File: config.mk
export PLATFORM = sky130hd
export DESIGN_NAME = hazard_idex_stage
export DESIGN_NICKNAME = d
export VERILOG_FILES = /design/src/rtl/hazard_idex_stage.sv
export SDC_FILE = /design/constraint.sdc
export NUM_CORES = 1
export LEC_CHECK = 0
export CORE_UTILIZATION = 35
export CTS_CLUSTER_DIAMETER = 120
export DETAILED_ROUTE_END_ITERATION = 12
export PLACE_DENSITY = 0.8
export SLEW_MARGIN = 10
export SYNTH_ARGS = -nofsm -noshare
export SYNTH_HDL_FRONTEND = slang
export SYNTH_SLANG_ARGS = --single-unit
File: constraint.sdc
create_clock -name clk -period 2.3 [get_ports clk]
set_input_delay 0.46 -clock clk [delete_from_list [all_inputs] [get_ports clk]]
set_output_delay 0.46 -clock clk [all_outputs]
set_load 0.1 [all_outputs]
File: src/rtl/hazard_idex_stage.sv
// Load-use / branch hazard detector plus the ID/EX pipeline register with a stall counter.
// Latency: ID/EX outputs are registered (1 cycle); PC_Write/IFID_Write are combinational.
// Backpressure: a hazard inserts a bubble and drops PC_Write/IFID_Write; Flush overrides any stall.
module hazard_idex_stage #(
  parameter int DATA_W = 32,
  parameter int REG_W  = 5,
  parameter int CNT_W  = 16
) (
  input  logic              clk,
  input  logic              reset_n,
  input  logic              IFID_Valid,
  input  logic [REG_W-1:0]  IFID_RS,
  input  logic [REG_W-1:0]  IFID_RT,
  input  logic              IFID_UsesRT,
  input  logic [REG_W-1:0]  IFID_WriteReg,
  input  logic              IFID_RegWrite,
  input  logic              IFID_MemRead,
  input  logic              IFID_MemWrite,
  input  logic              IFID_Branch,
  input  logic [DATA_W-1:0] RegData1,
  input  logic [DATA_W-1:0] RegData2,
  input  logic [DATA_W-1:0] Imm,
  input  logic              Flush,
  output logic [REG_W-1:0]  IDEX_RS,
  output logic [REG_W-1:0]  IDEX_RT,
  output logic [REG_W-1:0]  IDEX_WriteReg,
  output logic              IDEX_RegWrite,
  output logic              IDEX_MemRead,
  output logic              IDEX_MemWrite,
  output logic [DATA_W-1:0] IDEX_Data1,
  output logic [DATA_W-1:0] IDEX_Data2,
  output logic [DATA_W-1:0] IDEX_Imm,
  output logic              PC_Write,
  output logic              IFID_Write,
  output logic [CNT_W-1:0]  StallCount
);

  typedef enum logic {RUN, BR_WAIT} state_t;

  state_t state;

  logic dep_on_ex;   // instruction in ID reads the register EX is producing
  logic load_use;
  logic br_alu;
  logic br_load;
  logic stall;       // bubble that freezes the front end and is counted
  logic load_instr;  // ID/EX captures the decoded instruction

  // Register 0 is hardwired, so it can never create a dependency.
  assign dep_on_ex = IFID_Valid && (IDEX_WriteReg != '0) &&
                     ((IDEX_WriteReg == IFID_RS) ||
                      (IFID_UsesRT && (IDEX_WriteReg == IFID_RT)));

  assign load_use = IDEX_MemRead && dep_on_ex;
  assign br_alu   = IFID_Branch && IDEX_RegWrite && !IDEX_MemRead && dep_on_ex;
  assign br_load  = IFID_Branch && IDEX_MemRead && dep_on_ex;

  // Flush squashes the ID instruction anyway, so it never stalls the front end.
  assign stall      = !Flush && ((state == BR_WAIT) || load_use || br_alu || br_load);
  assign load_instr = !Flush && !stall && IFID_Valid;
  assign PC_Write   = !stall;
  assign IFID_Write = !stall;

  // Branch-on-load needs a second bubble, tracked by BR_WAIT; Flush abandons it.
  always_ff @(posedge clk or negedge reset_n) begin
    if (!reset_n) begin
      state <= RUN;
    end else if (Flush || (state == BR_WAIT)) begin
      state <= RUN;
    end else if (br_load) begin
      state <= BR_WAIT;
    end else begin
      state <= RUN;
    end
  end

  // ID/EX register: take the decoded instruction or load an all-zero bubble.
  always_ff @(posedge clk or negedge reset_n) begin
    if (!reset_n) begin
      IDEX_RS       <= '0;
      IDEX_RT       <= '0;
      IDEX_WriteReg <= '0;
      IDEX_RegWrite <= 1'b0;
      IDEX_MemRead  <= 1'b0;
      IDEX_MemWrite <= 1'b0;
      IDEX_Data1    <= '0;
      IDEX_Data2    <= '0;
      IDEX_Imm      <= '0;
    end else if (load_instr) begin
      IDEX_RS       <= IFID_RS;
      IDEX_RT       <= IFID_RT;
      IDEX_WriteReg <= IFID_WriteReg;
      IDEX_RegWrite <= IFID_RegWrite;
      IDEX_MemRead  <= IFID_MemRead;
      IDEX_MemWrite <= IFID_MemWrite;
      IDEX_Data1    <= RegData1;
      IDEX_Data2    <= RegData2;
      IDEX_Imm      <= Imm;
    end else begin
      IDEX_RS       <= '0;
      IDEX_RT       <= '0;
      IDEX_WriteReg <= '0;
      IDEX_RegWrite <= 1'b0;
      IDEX_MemRead  <= 1'b0;
      IDEX_MemWrite <= 1'b0;
      IDEX_Data1    <= '0;
      IDEX_Data2    <= '0;
      IDEX_Imm      <= '0;
    end
  end

  // Count hazard bubbles only; saturate rather than wrap so long runs stay meaningful.
  always_ff @(posedge clk or negedge reset_n) begin
    if (!reset_n) begin
      StallCount <= '0;
    end else if (stall && (StallCount != '1)) begin
      StallCount <= StallCount + {{(CNT_W-1){1'b0}}, 1'b1};
    end
  end

endmodule

### Yosys cells after proc, flatten, opt, wreduce, memory -nomap -nowiden

Cells that the tools add are included.

* register bits: 131
* input port bits: 120
* output and inout bits: 132
* word-level logic and storage cells: 48

* $add $sub $neg: 1
* eq/ne operators: 3
* multiplexer cells: 11
* reduce and logical (&&, ||, !) cells: 22

Operators by type and width (number)
* 32-bit 2-to-1 mux: 3
* 16-bit by 1-bit adder with 16-bit output, second input constant: 1
* 16-bit != test, second input constant: 1
* 5-bit 2-to-1 mux: 3
* 1-bit logical AND: 13
* 5-bit == test: 2
* 1-bit logical OR: 5
* 1-bit 2-to-1 mux: 5
* 5-bit nonzero test: 1
* 1-bit logical NOT: 3

### Depth between registers and ports, before layout

Gate-level depths: netlist (run 1).

* depth in word-level cells: 13
* gate-level depth with buffers: 7
* gate-level depth less buffers: 7

### Worst setup path before layout (run 1)

No wires, ideal clock.

* path type: register -> output
* from: register IDEX_WriteReg[1]
* to: output port PC_Write
* data arrival time: 2.880 ns
* slack: -1.040 ns
* cell stages (with the launch flop): 8
* path buffers: 2
* path through: dfrtp_1 or4_1 o21ai_2 nor2_2 a21oi_4 buf_6 or2_2 buf_4

* word-level cells in the longest chain between the ends: 10

Ends and longest elaborated chain
* from (decl): RTL line 26 `output logic [REG_W-1:0] IDEX_WriteReg,`
* from (signal assigned): RTL line 92 `IDEX_WriteReg <= IFID_WriteReg;`
* 5-bit == test: RTL line 52 `(IFID_UsesRT && (IDEX_WriteReg == IFID_RT)));`
* 1-bit logical AND: RTL line 52
* 1-bit logical OR: RTL line 51 `((IDEX_WriteReg == IFID_RS) ||`
* 1-bit logical AND *: RTL line 50 `assign dep_on_ex = IFID_Valid && (IDEX_WriteReg != '0) &&`
* 1-bit logical AND: RTL line 54 `assign load_use = IDEX_MemRead && dep_on_ex;`
* 1-bit logical OR (2 in a row): RTL line 59 `assign stall = !Flush && ((state == BR_WAIT) || load_use || br_alu || br_load);`
* 1-bit logical OR *: RTL line 59
* 1-bit logical AND *: RTL line 59
* 1-bit logical NOT *
* to (decl): RTL line 33 `output logic PC_Write,`

Mark *: on every way between the ends. The rest lies on a longest branch, timed or not.

### Final worst setup path (run 1)

* from: register IDEX_WriteReg[2]
* to: output port PC_Write

* word-level cells in the longest chain between the ends: 10

Ends and longest elaborated chain
* 5-bit == test: RTL line 52
* 1-bit logical AND: RTL line 52
* 1-bit logical OR: RTL line 51
* 1-bit logical AND *: RTL line 50
* 1-bit logical AND: RTL line 54
* 1-bit logical OR (2 in a row): RTL line 59
* 1-bit logical OR *: RTL line 59
* 1-bit logical AND *: RTL line 59
* 1-bit logical NOT *: RTL line 61 `assign PC_Write = !stall;`

Marks and branches as above.

==> results of run 1 <==
[stage by stage]
stage           util  setup TNS (ns)  total power [µW]
2_1_floorplan      -          -0.774              3160
3_3_place_gp   0.544           -1.50              3570
3_5_place_dp   0.544           -3.03              3580
4_1_cts        0.589          -0.701              6200
5_1_grt        0.591          -0.831              6350
6_report       0.592          -0.654              6130
[cells in the mapped netlist, drive strengths merged, types with 3 or more instances]
| library cell | n |
|---|---|
| xor2 | 13 |
| clkbuf | 7 |
| nor2 | 6 |
| and2 | 114 |
| a21oi | 3 |
| nand3 | 6 |
| nand4 | 5 |
| xnor2 | 12 |
| nor4b | 4 |
| nand2 | 7 |
| nor4 | 9 |
| buf | 10 |
| dfrtp | 131 |
[final timing paths]
kind	end	cells after the start
max in group asynchronous	IDEX_WriteReg[4]	2
min in group clk	StallCount[4]	1
worst min register to register	StallCount[4]	1
worst min-delay path	IDEX_Imm[0]	1
worst max-delay path	PC_Write	6
worst max register to register	StallCount[1]	8
[registers in the layout (all words and copies together) (netlist names)]
register       cells
IDEX_Data1        32
IDEX_Data2        32
IDEX_Imm          32
IDEX_MemRead       1
IDEX_MemWrite      1
IDEX_RS            5
IDEX_RT            5
IDEX_RegWrite      1
IDEX_WriteReg      5
StallCount        16
state              1
[critical path, stage by stage (launching register included)]
cell and delay [ns]:
dfrtp_4 0.50, or4_4 0.56, o21ai_4 0.15, nor2_2 0.07, a21oi_4 0.13, or2_4 0.17, buf_12 0.18
[cells by family after synthesis]
kind of cell,after synthesis,synth area share
DFF,131,0.693
AOI/OAI and AO/OA,5,0.0140
xor gates and xnor gates,25,0.0463
muxes,1,0.00318
and+or+nand+nor,160,0.211
buffers and inverters,19,0.0289
adders and majority gates,1,0.00265
[timing repair]
action	CTS	global route
setup endpoints to repair	2	99
hold buffers	0	0
pin swaps	2	1
gates resized for setup	1	2
setup buffers	1	3
endpoints found under the hold margin	0	0
[layout make-up]
type / instances / share of cell area
antenna: 1 / 0.000321
clock buffer: 20 / 0.0572
clock inverter: 12 / 0.0170
inverter: 2 / 0.000962
multi-input combinational: 192 / 0.172
sequential: 131 / 0.423
tap: 176 / 0.0282
timing repair buffer: 265 / 0.301
[report_power, final]
part | internal, µW | switching (µW)
Sequential | 2390 | 32.3
Combinational | 350 | 770
Clock | 1620 | 969
[routing by layer]
metal	wire (µm)	part of all wire
met1	4290	0.35
met2	6450	0.53
met3	1130	0.093
met4	265	0.022
met5	17	0.0014
==> run metrics, run 1 <==
status finished with violations; failing checks hold timing, setup timing; vias in the first global route 3653; most common cell after layout, fill and taps aside buf_4; Hold Violations, Final 4; antenna violations before repair 2; met1 usage 0.191; worst slew pin tran 0.501 ns; Synth area leader dfrtp_1; worst relative slew slack 0.666; largest net degree at the start of global routing 58; DR vias/cell 4.34; core area 13200 µm²; CTS clk-pin slew, worst paths 0.05 ns; maximum vdd drop between 0.4 and 0.5 mV; Crit Path Max Fanout 4; Cell variety after synth 32; Num CTS Buffers 17; Initial Util 0.358; Ports 252; die height 118 µm; maximum clock frequency 381 MHz; Post-synth ARST share 1.00; Avg Cell Area, Syn approximately 14 µm²; global-route wire length before repair about 19 mm; Non-Filler Instances 799; drt drc 0; DR pass1 iterations 4; All-Layer GR Usage 0.182; crit path from IDEX_WriteReg[2]; met3 Use GR 0.0898; max_cap viols 0; Syn Inst Count approximately 340; Max Transition Viols Final 0; register area 3300 µm²; Most used DFF post-synth dfrtp_1; Layout Skew about 0.0077 ns; worst-skew pair later-pin latency 0.41 ns; gr busiest metal met2; power per cell area 786 nW/µm²; Antenna Nets Post-Route 0; final setup vio count 2; via count roughly 3500; multi-input logic area 1340 µm²; EDFF count, synth 0; fin crit share 1.14; Critical Path AT 2.17 ns; post-place instance area 7170 µm²; Core Rows 42; Critical Path RT 1.84 ns; fin area 7800 µm²; Die W 118 µm; initial DRC count 219; Worst setup SP type flop; placed wire-length estimate 9.13 mm; gr ovfl total 0; WS Path Type reg2out; Avg WL per Cell 15.2 µm; post-synth top area share 0.693; net count after synthesis 463; LEAKAGE 0.00384 µW; Synth Cell Area between 4000 and 5000 µm²; R2R setup slack roughly 0.050 ns; P&R area growth vs syn 65.1%; commonest cells after routing, fill and taps aside buf_4 (141), dfrtp_1 (119), clkdlybuf4s50_1 (118); TritonCTS clock tree done; synth top area cells dfrtp_1 (69%), and2_1 (15%), xor2_1 (2.4%); clk sinks 131; Synth Register Bits 131; Port Buffers 251; placed cells 762; hold slack final -0.00974 ns; share of layout cells above drive strength 1 0.326; number of fill cells 1048; RePlAce Congestion 0.856; final worst slack -0.327 ns; Longest Clk Path Bufs 2; CTS root buf clkbuf_16; dpl ws -0.284 ns; met2 usage 0.307; Reg-to-Reg Start IDEX_WriteReg[2]; minimum clock period 2.63 ns; crit end category output port; Hold Path Class in2async; fraction of the yosys area taken by sequential cells 0.693; Post-Route WL 12.2 mm; htree depth 4; Syn. warnings 0; DIE AREA 14000 µm²; RSZ-0062 raised after global routing true; final net count 730
Power figures use the tool's default switching activity.
==> run 2: changes to the inputs <==
--- a/config.mk
+++ b/config.mk
@@ -5,10 +5,11 @@
 export SDC_FILE = /design/constraint.sdc
 export NUM_CORES = 1
 export LEC_CHECK = 0
-export CORE_UTILIZATION = 35
+export CORE_UTILIZATION = 50
 export CTS_CLUSTER_DIAMETER = 120
 export DETAILED_ROUTE_END_ITERATION = 12
-export PLACE_DENSITY = 0.8
+export DONT_BUFFER_PORTS = 1
+export PLACE_DENSITY = 0.72
 export SLEW_MARGIN = 10
 export SYNTH_ARGS = -nofsm -noshare
 export SYNTH_HDL_FRONTEND = slang
==> run metrics, run 2 (synthesized netlist as in run 1, its figures left out) <==
status finished with violations; failing checks hold timing, setup timing; Port Buffers 0 (-100%); RePlAce Congestion 0.773 (-9.7%); minimum clock period 2.76 ns (+0.135 ns); DR vias/cell 5.02 (+15%); antenna violations before repair 1 (-1); WS Path Type reg2out; maximum vdd drop 0.624 mV (+37%); Max Transition Viols Final 0 (unchanged); overall power 5880 µW (-4.2%); htree depth 4 (unchanged); LEAKAGE 0.00333 µW (-13%); maximum clock frequency 362 MHz (-4.9%); DR pass1 iterations 4 (unchanged); largest net degree at the start of global routing 132 (+130%); initial DRC count 81 (-63%); commonest cells after routing, fill and taps aside buf_4 (138), dfrtp_1 (119), and2_1 (114); Util after Layout 0.704 (+0.112); final net count 606 (-17%); final setup vio count 2 (unchanged); most common cell after layout, fill and taps aside buf_4; Hold Violations, Final 131 (+127); DIE AREA 9850 µm² (-30%); via count 3060 (-12%); Post-Route WL 10.3 mm (-16%); gr ovfl total 0 (unchanged); drt drc 0 (unchanged); max_cap viols 0 (unchanged); Worst setup SP type flop; critical path's largest stage delay 0.55 ns (about the same); CTS clk-pin slew, worst paths 0.06 ns (about the same); P&R area growth vs syn 36.9%; clk sinks 131 (unchanged); CTS root buf clkbuf_8; fin crit share 1.20 (+0.0586); Layout Skew 0.0106 ns (+0.00286 ns); Antenna Nets Post-Route 0 (unchanged); Initial Util 0.514 (+0.156); CP max stage cell or4_4; global-route wire length before repair 15.5 mm (-18%); number of fill cells 642 (-39%); Largest regs IDEX_Data1 x32, IDEX_Data2 x32, IDEX_Imm x32; CP Cell Sequence or4_4 > o21ai_4 > nor2_4 > a21oi_4 > or2_4 > buf_12; Hold Path Class in2async; Critical Path RT 1.84 ns (about the same); R2R setup slack 0.10 ns (+0.05 ns); Die W 99.2 µm (-16%); worst relative slew slack 0.767 (+0.101); worst-skew pair later-pin latency 0.49 ns (+0.08 ns); share of layout cells above drive strength 1 0.396 (+0.0692); core area 9200 µm² (-30%); die height 99.2 µm (-16%); Avg WL per Cell 16.8 µm (+11%); All-Layer GR Usage 0.211 (+0.0293); Core Rows 35 (-17%); worst slew pin tran 0.346 ns (-0.155 ns); Num CTS Buffers 17 (unchanged); Ports 252 (unchanged); crit end category output port; Longest Clk Path Bufs 2 (unchanged); final worst slack -0.462 ns (-0.135 ns); RSZ-0062 raised after global routing true; placed wire-length estimate 7.33 mm (-20%); power per cell area 908 nW/µm² (+16%); Critical Path AT 2.30 ns (+0.13 ns); Crit Path Max Fanout 2 (-2); TritonCTS clock tree done; Non-Filler Instances 610 (-24%); placed cells 574 (-25%); hold slack final -0.341 ns (-0.331 ns); vias in the first global route 3163 (-13%)
## run 2: layout make-up
type | count | area [µm²] | share of cell area
sequential | 131 | 3300 | 0.510
clock buffer | 19 | 432 | 0.0667
inverter | 2 | 7.51 | 0.00116
tap | 111 | 139 | 0.0215
antenna | 1 | 2.50 | 0.000387
timing repair buffer | 141 | 1100 | 0.169
multi-input combinational | 192 | 1340 | 0.208
clock inverter | 13 | 148 | 0.0228
## run 2: worst max-delay path: cells and delay by family (launching register included)
| kind | cells | cell delay (ns) |
|---|---|---|
| buffers and inverters | 1 | 0.24 |
| and+or+nand+nor | 3 | 0.76 |
| AOI/OAI and AO/OA | 2 | 0.33 |
| DFF | 1 | 0.47 |
## run 2: routing by layer
layer / wire, µm / GRT usage / part of all wire / up-vias
li1: - / - / - / 1375
met1: 3600 / 0.222 / 0.35 / 1529
met2: 5580 / 0.365 / 0.54 / 140
met3: 876 / 0.0808 / 0.085 / 16
met4: 207 / 0.114 / 0.020 / 0
met5: 0 / 0 / 0 / -
## run 2: timing repair
action	CTS	global route
pin swaps	0	1
gates resized for setup	2	2
endpoints found under the hold margin	131	131
buffers inserted	1	2
endpoints found under the setup margin	2	4
## run 2: worst paths after layout
| check | startpoint | endpoint | cells after the start |
|---|---|---|---|
| max | IDEX_WriteReg[1] | PC_Write | 6 |
| min | reset_n | StallCount[10] | 0 |
| max reg2reg | IDEX_WriteReg[1] | IDEX_Data2[11] | 8 |
| min reg2reg | StallCount[4] | StallCount[4] | 1 |
| max in group asynchronous | reset_n | IDEX_Data2[22] | 0 |
| min in group clk | RegData1[25] | IDEX_Data1[25] | 1 |
## run 2: metrics by stage
stage	instance area [µm²]	setup TNS (ns)	hold WS [ns]	setup WS, ns
3_5_place_dp	5840	0	0.167	0.0459
6_report	6470	-0.924	-0.341	-0.462
5_1_grt	6470	-1.06	-0.379	-0.528
2_1_floorplan	4770	-0.774	0.164	-0.498
3_3_place_gp	5840	0	0.167	0.0546
4_1_cts	6440	-0.983	-0.374	-0.492
## run 2: power breakdown
part / internal (µW) / leakage, µW / total (µW) / switching [µW]
clock network: 1590 / 0.000272 / 2600 / 1010
logic: 171 / 0.00132 / 864 / 693
registers: 2390 / 0.00174 / 2410 / 27.3
==> run 3: changes to the inputs <==
--- a/config.mk
+++ b/config.mk
@@ -6,9 +6,9 @@
 export NUM_CORES = 1
 export LEC_CHECK = 0
 export CORE_UTILIZATION = 50
-export CTS_CLUSTER_DIAMETER = 120
 export DETAILED_ROUTE_END_ITERATION = 12
 export DONT_BUFFER_PORTS = 1
+export GPL_ROUTABILITY_DRIVEN = 0
 export PLACE_DENSITY = 0.72
 export SLEW_MARGIN = 10
 export SYNTH_ARGS = -nofsm -noshare
==> results of run 3 <==
Same layout as run 2: the final DEF is identical, and so are final timing and power.
